===== config.mk =====
export PLATFORM = sky130hd
export DESIGN_NAME = fifo_word_unpacker
export DESIGN_NICKNAME = d
export VERILOG_FILES = /design/src/rtl/fifo_pkg.sv /design/src/rtl/fifo_word_unpacker.sv
export SDC_FILE = /design/constraint.sdc
export NUM_CORES = 1
export LEC_CHECK = 0
export BUFFER_PORTS_ARGS = -buffer_cell sky130_fd_sc_hd__buf_2
export CORE_ASPECT_RATIO = 1.1
export CORE_MARGIN = 5
export CORE_UTILIZATION = 55
export DETAILED_ROUTE_END_ITERATION = 6
export PLACE_DENSITY = 0.88
export SYNTH_ARGS = -nofsm -noshare
export SYNTH_HDL_FRONTEND = slang
export SYNTH_SLANG_ARGS = --single-unit
export TNS_END_PERCENT = 1

===== constraint.sdc =====
create_clock -name Clk -period 3 [get_ports Clk]
set_input_delay 0.15 -clock Clk [delete_from_list [all_inputs] [get_ports Clk]]
set_output_delay 0.15 -clock Clk [all_outputs]
set_load 0.005 [all_outputs]

===== src/rtl/fifo_pkg.sv =====
`default_nettype none
// ============================================================================
// Module   : fifo_pkg
// Brief    : Shared types and sizes for the 32-bit word FIFO and its drain.
// Revision : 1.0 - initial release
// ============================================================================
package fifo_pkg;

  typedef enum logic [1:0] {
    IDLE = 2'd0,
    REQ  = 2'd1,
    CAP  = 2'd2,
    SEND = 2'd3
  } state_t;

  localparam int DATA_W   = 32;
  localparam int BYTE_W   = 8;
  localparam int NBYTES   = DATA_W / BYTE_W;
  localparam int WCOUNT_W = 16;

endpackage
`default_nettype wire


===== src/rtl/fifo_word_unpacker.sv =====
`default_nettype none
// ============================================================================
// Module   : fifo_word_unpacker
// Brief    : Pops one FIFO word at a time and emits it as a valid/ready
//            byte stream, LSB-first or MSB-first.
// Revision : 1.0 - initial release
// ============================================================================
module fifo_word_unpacker #(
  parameter int DATA_W    = fifo_pkg::DATA_W,
  parameter int BYTE_W    = fifo_pkg::BYTE_W,
  parameter bit MSB_FIRST = 1'b0
) (
  input  logic                          Clk,
  input  logic                          Rst_n,
  input  logic                          EN,
  input  logic                          flush,
  input  logic                          fifo_empty,
  output logic                          fifo_rd,
  input  logic [DATA_W-1:0]             fifo_data,
  output logic                          m_valid,
  input  logic                          m_ready,
  output logic [BYTE_W-1:0]             m_data,
  output logic                          m_last,
  output logic                          busy,
  output logic [fifo_pkg::WCOUNT_W-1:0] word_count
);

  import fifo_pkg::*;

  localparam int                 c_nbytes   = DATA_W / BYTE_W;
  localparam int                 c_idx_w    = (c_nbytes > 1) ? $clog2(c_nbytes) : 1;
  localparam logic [c_idx_w-1:0] c_last_idx = c_idx_w'(c_nbytes - 1);

  if ((DATA_W % BYTE_W) != 0) begin : g_width_check
    $error("fifo_word_unpacker: DATA_W must be a whole number of BYTE_W bytes");
  end

  state_t                r_state;
  state_t                w_state_nxt;
  logic [DATA_W-1:0]     r_word;
  logic [DATA_W-1:0]     w_word_nxt;
  logic [c_idx_w-1:0]    r_idx;
  logic [c_idx_w-1:0]    w_idx_nxt;
  logic [WCOUNT_W-1:0]   r_word_count;
  logic [WCOUNT_W-1:0]   w_count_nxt;
  logic                  r_fifo_rd;
  logic                  r_m_valid;
  logic [BYTE_W-1:0]     r_m_data;
  logic                  r_m_last;
  logic [BYTE_W-1:0]     w_m_data_nxt;
  logic                  w_send_nxt;

  // Byte lane for a given transmit slot; MSB_FIRST reverses slot order.
  function automatic logic [BYTE_W-1:0] byte_sel(input logic [DATA_W-1:0] word,
                                                 input logic [c_idx_w-1:0] idx);
    int                pos;
    logic [DATA_W-1:0] shifted;
    pos     = MSB_FIRST ? (c_nbytes - 1 - int'(idx)) : int'(idx);
    shifted = word >> (pos * BYTE_W);
    return shifted[BYTE_W-1:0];
  endfunction

  always_comb begin
    w_state_nxt = r_state;
    w_word_nxt  = r_word;
    w_idx_nxt   = r_idx;
    w_count_nxt = r_word_count;
    if (flush) begin
      w_state_nxt = IDLE;
      w_word_nxt  = '0;
      w_idx_nxt   = '0;
    end else begin
      case (r_state)
        IDLE: begin
          if (EN && !fifo_empty) begin
            w_state_nxt = REQ;
          end
        end
        REQ: begin
          w_state_nxt = CAP;
        end
        CAP: begin
          w_word_nxt  = fifo_data;
          w_idx_nxt   = '0;
          w_state_nxt = SEND;
        end
        SEND: begin
          // m_valid is always high in SEND, so m_ready alone completes a beat.
          if (m_ready) begin
            if (r_idx == c_last_idx) begin
              w_count_nxt = r_word_count + 1'b1;
              w_state_nxt = IDLE;
            end else begin
              w_idx_nxt = r_idx + 1'b1;
            end
          end
        end
        default: begin
          w_state_nxt = IDLE;
        end
      endcase
    end
    w_send_nxt   = (w_state_nxt == SEND);
    w_m_data_nxt = w_send_nxt ? byte_sel(w_word_nxt, w_idx_nxt) : '0;
  end

  // Outputs are precomputed from next-state so they are registered yet
  // line up with the state they describe.
  always_ff @(posedge Clk or negedge Rst_n) begin
    if (!Rst_n) begin
      r_state      <= IDLE;
      r_word       <= '0;
      r_idx        <= '0;
      r_word_count <= '0;
      r_fifo_rd    <= 1'b0;
      r_m_valid    <= 1'b0;
      r_m_data     <= '0;
      r_m_last     <= 1'b0;
    end else begin
      r_state      <= w_state_nxt;
      r_word       <= w_word_nxt;
      r_idx        <= w_idx_nxt;
      r_word_count <= w_count_nxt;
      r_fifo_rd    <= (w_state_nxt == REQ);
      r_m_valid    <= w_send_nxt;
      r_m_data     <= w_m_data_nxt;
      r_m_last     <= w_send_nxt && (w_idx_nxt == c_last_idx);
    end
  end

  assign fifo_rd    = r_fifo_rd;
  assign m_valid    = r_m_valid;
  assign m_data     = r_m_data;
  assign m_last     = r_m_last;
  assign busy       = (r_state != IDLE);
  assign word_count = r_word_count;

endmodule
`default_nettype wire

==> run metrics, run 1 <==
final instance area 3500 um2; Peak Freq about 0.45 GHz; Hold-fix buffers, CTS 1; Die Span Y a little under 90 um; yosys warns 0; top routing layer in use met4; Final TNS setup 0 ns; Netlist cell types 35; syn nets about 320; final critical-path required period about 2.2 ns; initial core utilization 55.9%; post-route ant nets 0; full die area between 6000 and 7000 um2; most common cell in the netlist dfrtp_1; initial drt markers about 130; vias per cell about 5.5; WS Path Type register to register; max-cap violation count 0; hold path endpoint r_word[29]; die span in x 80.1 um; Setup violations, final 0; FF-to-FF Start r_state[0]; PostCTS Resize Cnt 0; pre-CTS WS between 0.7 and 0.8 ns; vias in the first global route about 2200; met2 wire length roughly 3100 um; largest net degree at the start of global routing 46; Peak VDD IR 0.000293 V; Post CTS Setup Buffer Count 0; worst endpoint data arrival time 2.43 ns; met3 WL ~370 um; Required @ worst endpoint ~3.2 ns; DRT Pass-1 Iters 4; Met1 Wirelength approximately 2900 um; PD cells about 490 nW/um2; Tcrit/Tclk final approximately 74%; Worst slew margin 44.2%; worst hold path depth 3; final hold slack around 0.044 ns; DRC errors left 0; ys async rst share 100%; placed cell area around 3300 um2; first-pass GRT wire length between 10000 and 15000 um; Synth Flop Type dfrtp_1; startpoint types register; Inserted Diodes 0; I/O pins 66; total CTS buffers 9; mean area per synthesized cell between 10 and 15 um2; Commonest cells post-synth dfrtp_1 (63), nand2_1 (39), nor2_1 (23); final core occ approximately two thirds; H-tree depth 3; row cnt 28; Core ar. approximately 5300 um2; Setup WS post-layout between 0.7 and 0.8 ns; Clk Latency, worst-skew pair 0.33 ns; Vias between 2000 and 2500; Fin. Hold Viols 0; Post-Syn Instances 277; synth top area cells dfrtp_1 (53%), mux2i_1 (5.4%), nand2_1 (4.9%); Least-Margin Pin Slew 0.837 ns; CTS Buffer Depth 2; Synth Cell Area between 2000 and 3000 um2; Root Driver clkbuf_8; Slew Limit Fails 0; Crit Path Max Fanout 24; antenna violations before repair 0; Tot GR Track Use around a fifth; status complete, no violations; Critical path origin r_state[0]; Setup Skew around 0.0081 ns; GRT overflow 0; Routed WL per cell roughly 16 um; Yosys top cell by area dfrtp_1; Hold Crit Class input pin to register; Area growth, synth to finish 17.6%; EDFF count, synth 0; nets between 300 and 400; hpwl dp around 4600 um; unrepaired setup endpoints after global routing false; CTS Sinks 63; LEAKAGE 1.78 nW; Worst-path clk slew roughly 0.070 ns; Yosys reg bits 63; Synth top area share between 50% and 60%; layout cells sized above 1 between 20 and 30%; reg2reg end m_data[5]; port bufs 65; Critical Path End Type register; HP Start fifo_data[29]; Routed Wire Length about 6500 um; post-synthesis sequential area ratio a little over half; Reg2Reg Depth 4; CTS tree yes; placer congestion estimate between 0.7 and 0.8; reg-to-reg slack, setup between 0.7 and 0.8 ns
## worst max-delay path by stage
stage | cells after the start | slack (ns) | endpoint
global route | 4 | 0.60 | m_data[7]
CTS | 4 | 0.80 | m_data[5]
floorplan | 7 | 1.43 | m_data[0]
finish | 4 | 0.79 | m_data[5]
detailed placement | 4 | 0.79 | m_data[2]
global placement | 4 | 0.89 | m_data[4]
## per-layer routing
metal / track usage [%] / vias up
li1: - / 1085
met1: 25.8 / 1099
met2: 31.6 / 84
met3: 4.04 / 14
met4: 9.83 / 0
met5: 0 / -
## layout make-up
type | instances | area, um2
well taps | 75 | 93.8
clock buffers | 14 | 183
inverters | 2 | 7.51
multi-input cells | 189 | 1270
fillers | 460 | 1830
flip-flops and latches | 63 | 1580
repair buffers | 70 | 365
## kinds of logic (layout without fill, tap and decap cells)
group | after synthesis | after routing | synth area share (%)
buf+inv | 25 | 86 | 4.33
mux | 17 | 17 | 5.76
fa+ha+maj | 1 | 1 | 0.420
simple gates | 107 | 107 | 19.4
flops | 63 | 63 | 53.0
xor+xnor | 16 | 16 | 4.71
compound gates | 48 | 48 | 12.4
## worst max-delay path, cell delays in order, from the launching register on
cell and delay [ns]:
dfrtp_1 0.47, nand2b_2 0.45, and3b_1 0.76, o31ai_1 0.17
a22o_1 0.26
## placed cells by master, fill, tap and decap left out, drive strengths merged, types with 3 or more instances in the layout
cell	n
a21oi	18
a22o	8
and2	5
and3	4
buf	69
clkbuf	14
dfrtp	63
mux2i	16
nand2	39
nand2b	3
nand3	3
nand4	8
nand4b	16
nor2	23
o31ai	16
xnor2	13
xor2	3
## power by group
part / total (mW) / internal (mW) / switching [mW]
Clock: 0.676 / 0.382 / 0.295
Sequential: 0.894 / 0.876 / 0.0173
Combinational: 0.162 / 0.0631 / 0.0991
Total: 1.73 / 1.32 / 0.411
## per-stage QoR
step	total power, mW	instances
after CTS	1.75	413
after floorplan	1.01	277
after global placement	1.06	398
final	1.73	413
after detailed placement	1.07	398
after global routing	1.80	413
## registers in the layout, indices dropped and copies added, names as in the netlist
register    count
m_last          1
r_word         32
fifo_rd         1
r_idx           2
m_valid         1
m_data          8
r_state         2
word_count     16
(Power assumes the default switching activity.)
==> run 2, diff against run 1 <==
--- a/config.mk
+++ b/config.mk
@@ -8,9 +8,9 @@
 export BUFFER_PORTS_ARGS = -buffer_cell sky130_fd_sc_hd__buf_2
 export CORE_ASPECT_RATIO = 1.1
 export CORE_MARGIN = 5
-export CORE_UTILIZATION = 55
+export CORE_UTILIZATION = 49
 export DETAILED_ROUTE_END_ITERATION = 6
-export PLACE_DENSITY = 0.88
+export PLACE_DENSITY = 0.83
 export SYNTH_ARGS = -nofsm -noshare
 export SYNTH_HDL_FRONTEND = slang
 export SYNTH_SLANG_ARGS = --single-unit
==> constraint.sdc (replaced) <==
create_clock -name Clk -period 1.9 [get_ports Clk]
set_input_delay 0.095 -clock Clk [delete_from_list [all_inputs] [get_ports Clk]]
set_output_delay 0.095 -clock Clk [all_outputs]
set_load 0.005 [all_outputs]
==> run 2 against run 1 <==
Against the previous run:
- total power grew 64%
- non-clock buffer count up 20
- clock skew down 0.0029 ns
- setup slack got worse by 0.67 ns
- sequential power grew 57%
- clock power is 67% higher
- critical path type unchanged
- largest power group unchanged
==> run metrics, run 2 (same netlist as run 1, synthesis figures left out) <==
status complete, no violations; Internal 2.12 mW (+60%); Worst slew margin 67.9% (+24 points); combinational fraction of design power 10.7% (+1.3 points); Tcrit/Tclk final 93.5% (+20 points); Clk Latency, worst-skew pair 0.35 ns (+0.02 ns); nets 394 (+5.3%); layout cells sized above 1 28.3% (+0.23 points); Vias 2331 (+2.1%); initial drt markers 118 (-8.5%); Slew Limit Fails 0 (unchanged); startpoint types register; die span in x 84.3 um (+5.2%); switching portion of total power 25.4% (+1.7 points); H-tree depth 3 (unchanged); Reg2Reg Depth 5 (+1); CTS Buffer Depth 2 (unchanged); PostCTS Resize Cnt 0 (unchanged); DRT Pass-1 Iters 5 (+1); Required @ worst endpoint 2.13 ns (-1.09 ns); DRC errors left 0 (unchanged); Routed Wire Length 6740 um (+3.8%); register share of total power 49.5% (-2.1 points); vias in the first global route 2364 (+5.9%); crit path to m_data[2]; largest register by flop count r_word; Routed WL per cell 15.4 um (-1.9%); Critical path origin r_idx[0]; sw power 0.721 mW (+75%); Inserted Diodes 0 (unchanged); placer congestion estimate 0.762 (-0.60%); Hold Crit Class input pin to register; PD cells 762 nW/um2 (+54%); FF-to-FF Start r_idx[0]; Least-Margin Pin Slew 0.482 ns (-0.355 ns); final critical-path required period 1.78 ns (-0.435 ns); full die area 7740 um2 (+11%); row cnt 29 (+3.6%); Area growth, synth to finish 25.0%; final core occ 63.7% (-2.0 points); Final TNS setup 0 ns (unchanged); placed cell area 3370 um2 (+2.0%); WS Path Type register to register; Critical Path End Type register; hpwl dp 4540 um (-0.94%); CTS tree yes; Setup violations, final 0 (unchanged); Setup Skew 0.00511 ns (-0.00294 ns); total power 2.84 mW (+64%); Core ar. 5840 um2 (+9.7%); CTS Sinks 63 (unchanged); Hold-fix buffers, CTS 15 (+14); unrepaired setup endpoints after global routing false; Crit Path Max Fanout 12 (-50%); I/O pins 66 (unchanged); Post CTS Setup Buffer Count 0 (unchanged); final instance area 3720 um2 (+6.3%); reg-to-reg slack, setup 0.12 ns (-0.67 ns); post-route ant nets 0 (unchanged); Peak VDD IR 0.000579 V (+98%); Root Driver clkbuf_8; Peak Freq 0.563 GHz (+24%); GRT overflow 0 (unchanged); Die Span Y 91.7 um (+5.3%); most common cell after layout, fill and taps aside buf_2; antenna violations before repair 0 (unchanged); max reg flops 32 (unchanged); Fin. Hold Viols 0 (unchanged); largest net degree at the start of global routing 69 (+50%); reg2reg end m_data[2]; clock share of power 39.8% (+0.7 points); most frequent cells in the layout buf_2 (65), dfrtp_1 (63), nand2_1 (39); port bufs 65 (unchanged); max-cap violation count 0 (unchanged); vias per cell 5.33 (-3.5%); Tot GR Track Use 18.5% (-1.3 points); initial core utilization 51.0% (-4.9 points); worst endpoint data arrival time 2.01 ns (-0.42 ns); Worst-path clk slew 0.07 ns (about the same); LEAKAGE 1.88 nW (+5.6%); first-pass GRT wire length 11300 um (+6.5%); total CTS buffers 9 (unchanged); final hold slack 0.0142 ns (-0.0300 ns)
-- run 2: cell types whose count changed in the layout (fill, tap and decap cells not counted) --
| cell | change |
|---|---|
| clkinv_2 | +3 |
| buf_12 | +2 |
| dlygate4sd3_1 | +15 |
| clkbuf_8 | -4 |
| clkinv_4 | +1 |
| buf_4 | +3 |
| clkinvlp_4 | +1 |
| bufinv_16 | +1 |
-- run 2: how the worst min path moves through the flow --
stage	depth (start not counted)	start	endpoint
final	2	flush	fifo_rd
after global routing	2	flush	fifo_rd
after CTS	3	fifo_data[16]	r_word[16]
after detailed placement	2	Rst_n	word_count[11]
after global placement	2	Rst_n	word_count[7]
after floorplan	0	Rst_n	fifo_rd
-- run 2: through the flow --
stage / setup slack (ns) / std cells
6_report: 0.124 / 437
5_1_grt: 0.0375 / 437
4_1_cts: 0.121 / 436
3_5_place_dp: 0.146 / 405
3_3_place_gp: 0.220 / 405
2_1_floorplan: 0.334 / 277
-- run 2: final cells by class --
cell class / count / area (um2)
multi-input cells: 189 / 1270
flip-flops and latches: 63 / 1580
fillers: 485 / 2120
clock buffers: 10 / 128
well taps: 77 / 96.3
clock inverters: 6 / 61.3
repair buffers: 90 / 578
inverters: 2 / 7.51
-- run 2: critical path, stage by stage (launching register included) --
cell     delay, ns
dfrtp_1       0.47
a31o_4        0.19
and3b_1       0.46
buf_4         0.27
o31ai_2       0.07
a22o_1        0.19
-- run 2: power by group through the flow --
stage	Clock [mW]	Sequential, mW	Combinational [mW]
CTS	1.15	1.40	0.304
global placement	0	1.43	0.274
global route	1.23	1.41	0.340
detailed placement	0	1.43	0.280
finish	1.13	1.40	0.304
floorplan	0	1.42	0.168
-- run 2: layer usage --
| layer | vias to the layer above | GRT usage [%] | share of wire, % |
|---|---|---|---|
| met1 | 1114 | 23.2 | 43 |
| li1 | 1133 | - | - |
| met2 | 75 | 29.5 | 50 |
| met5 | - | 0 | 0 |
| met3 | 9 | 6.90 | 6.2 |
| met4 | 0 | 6.17 | 1.4 |
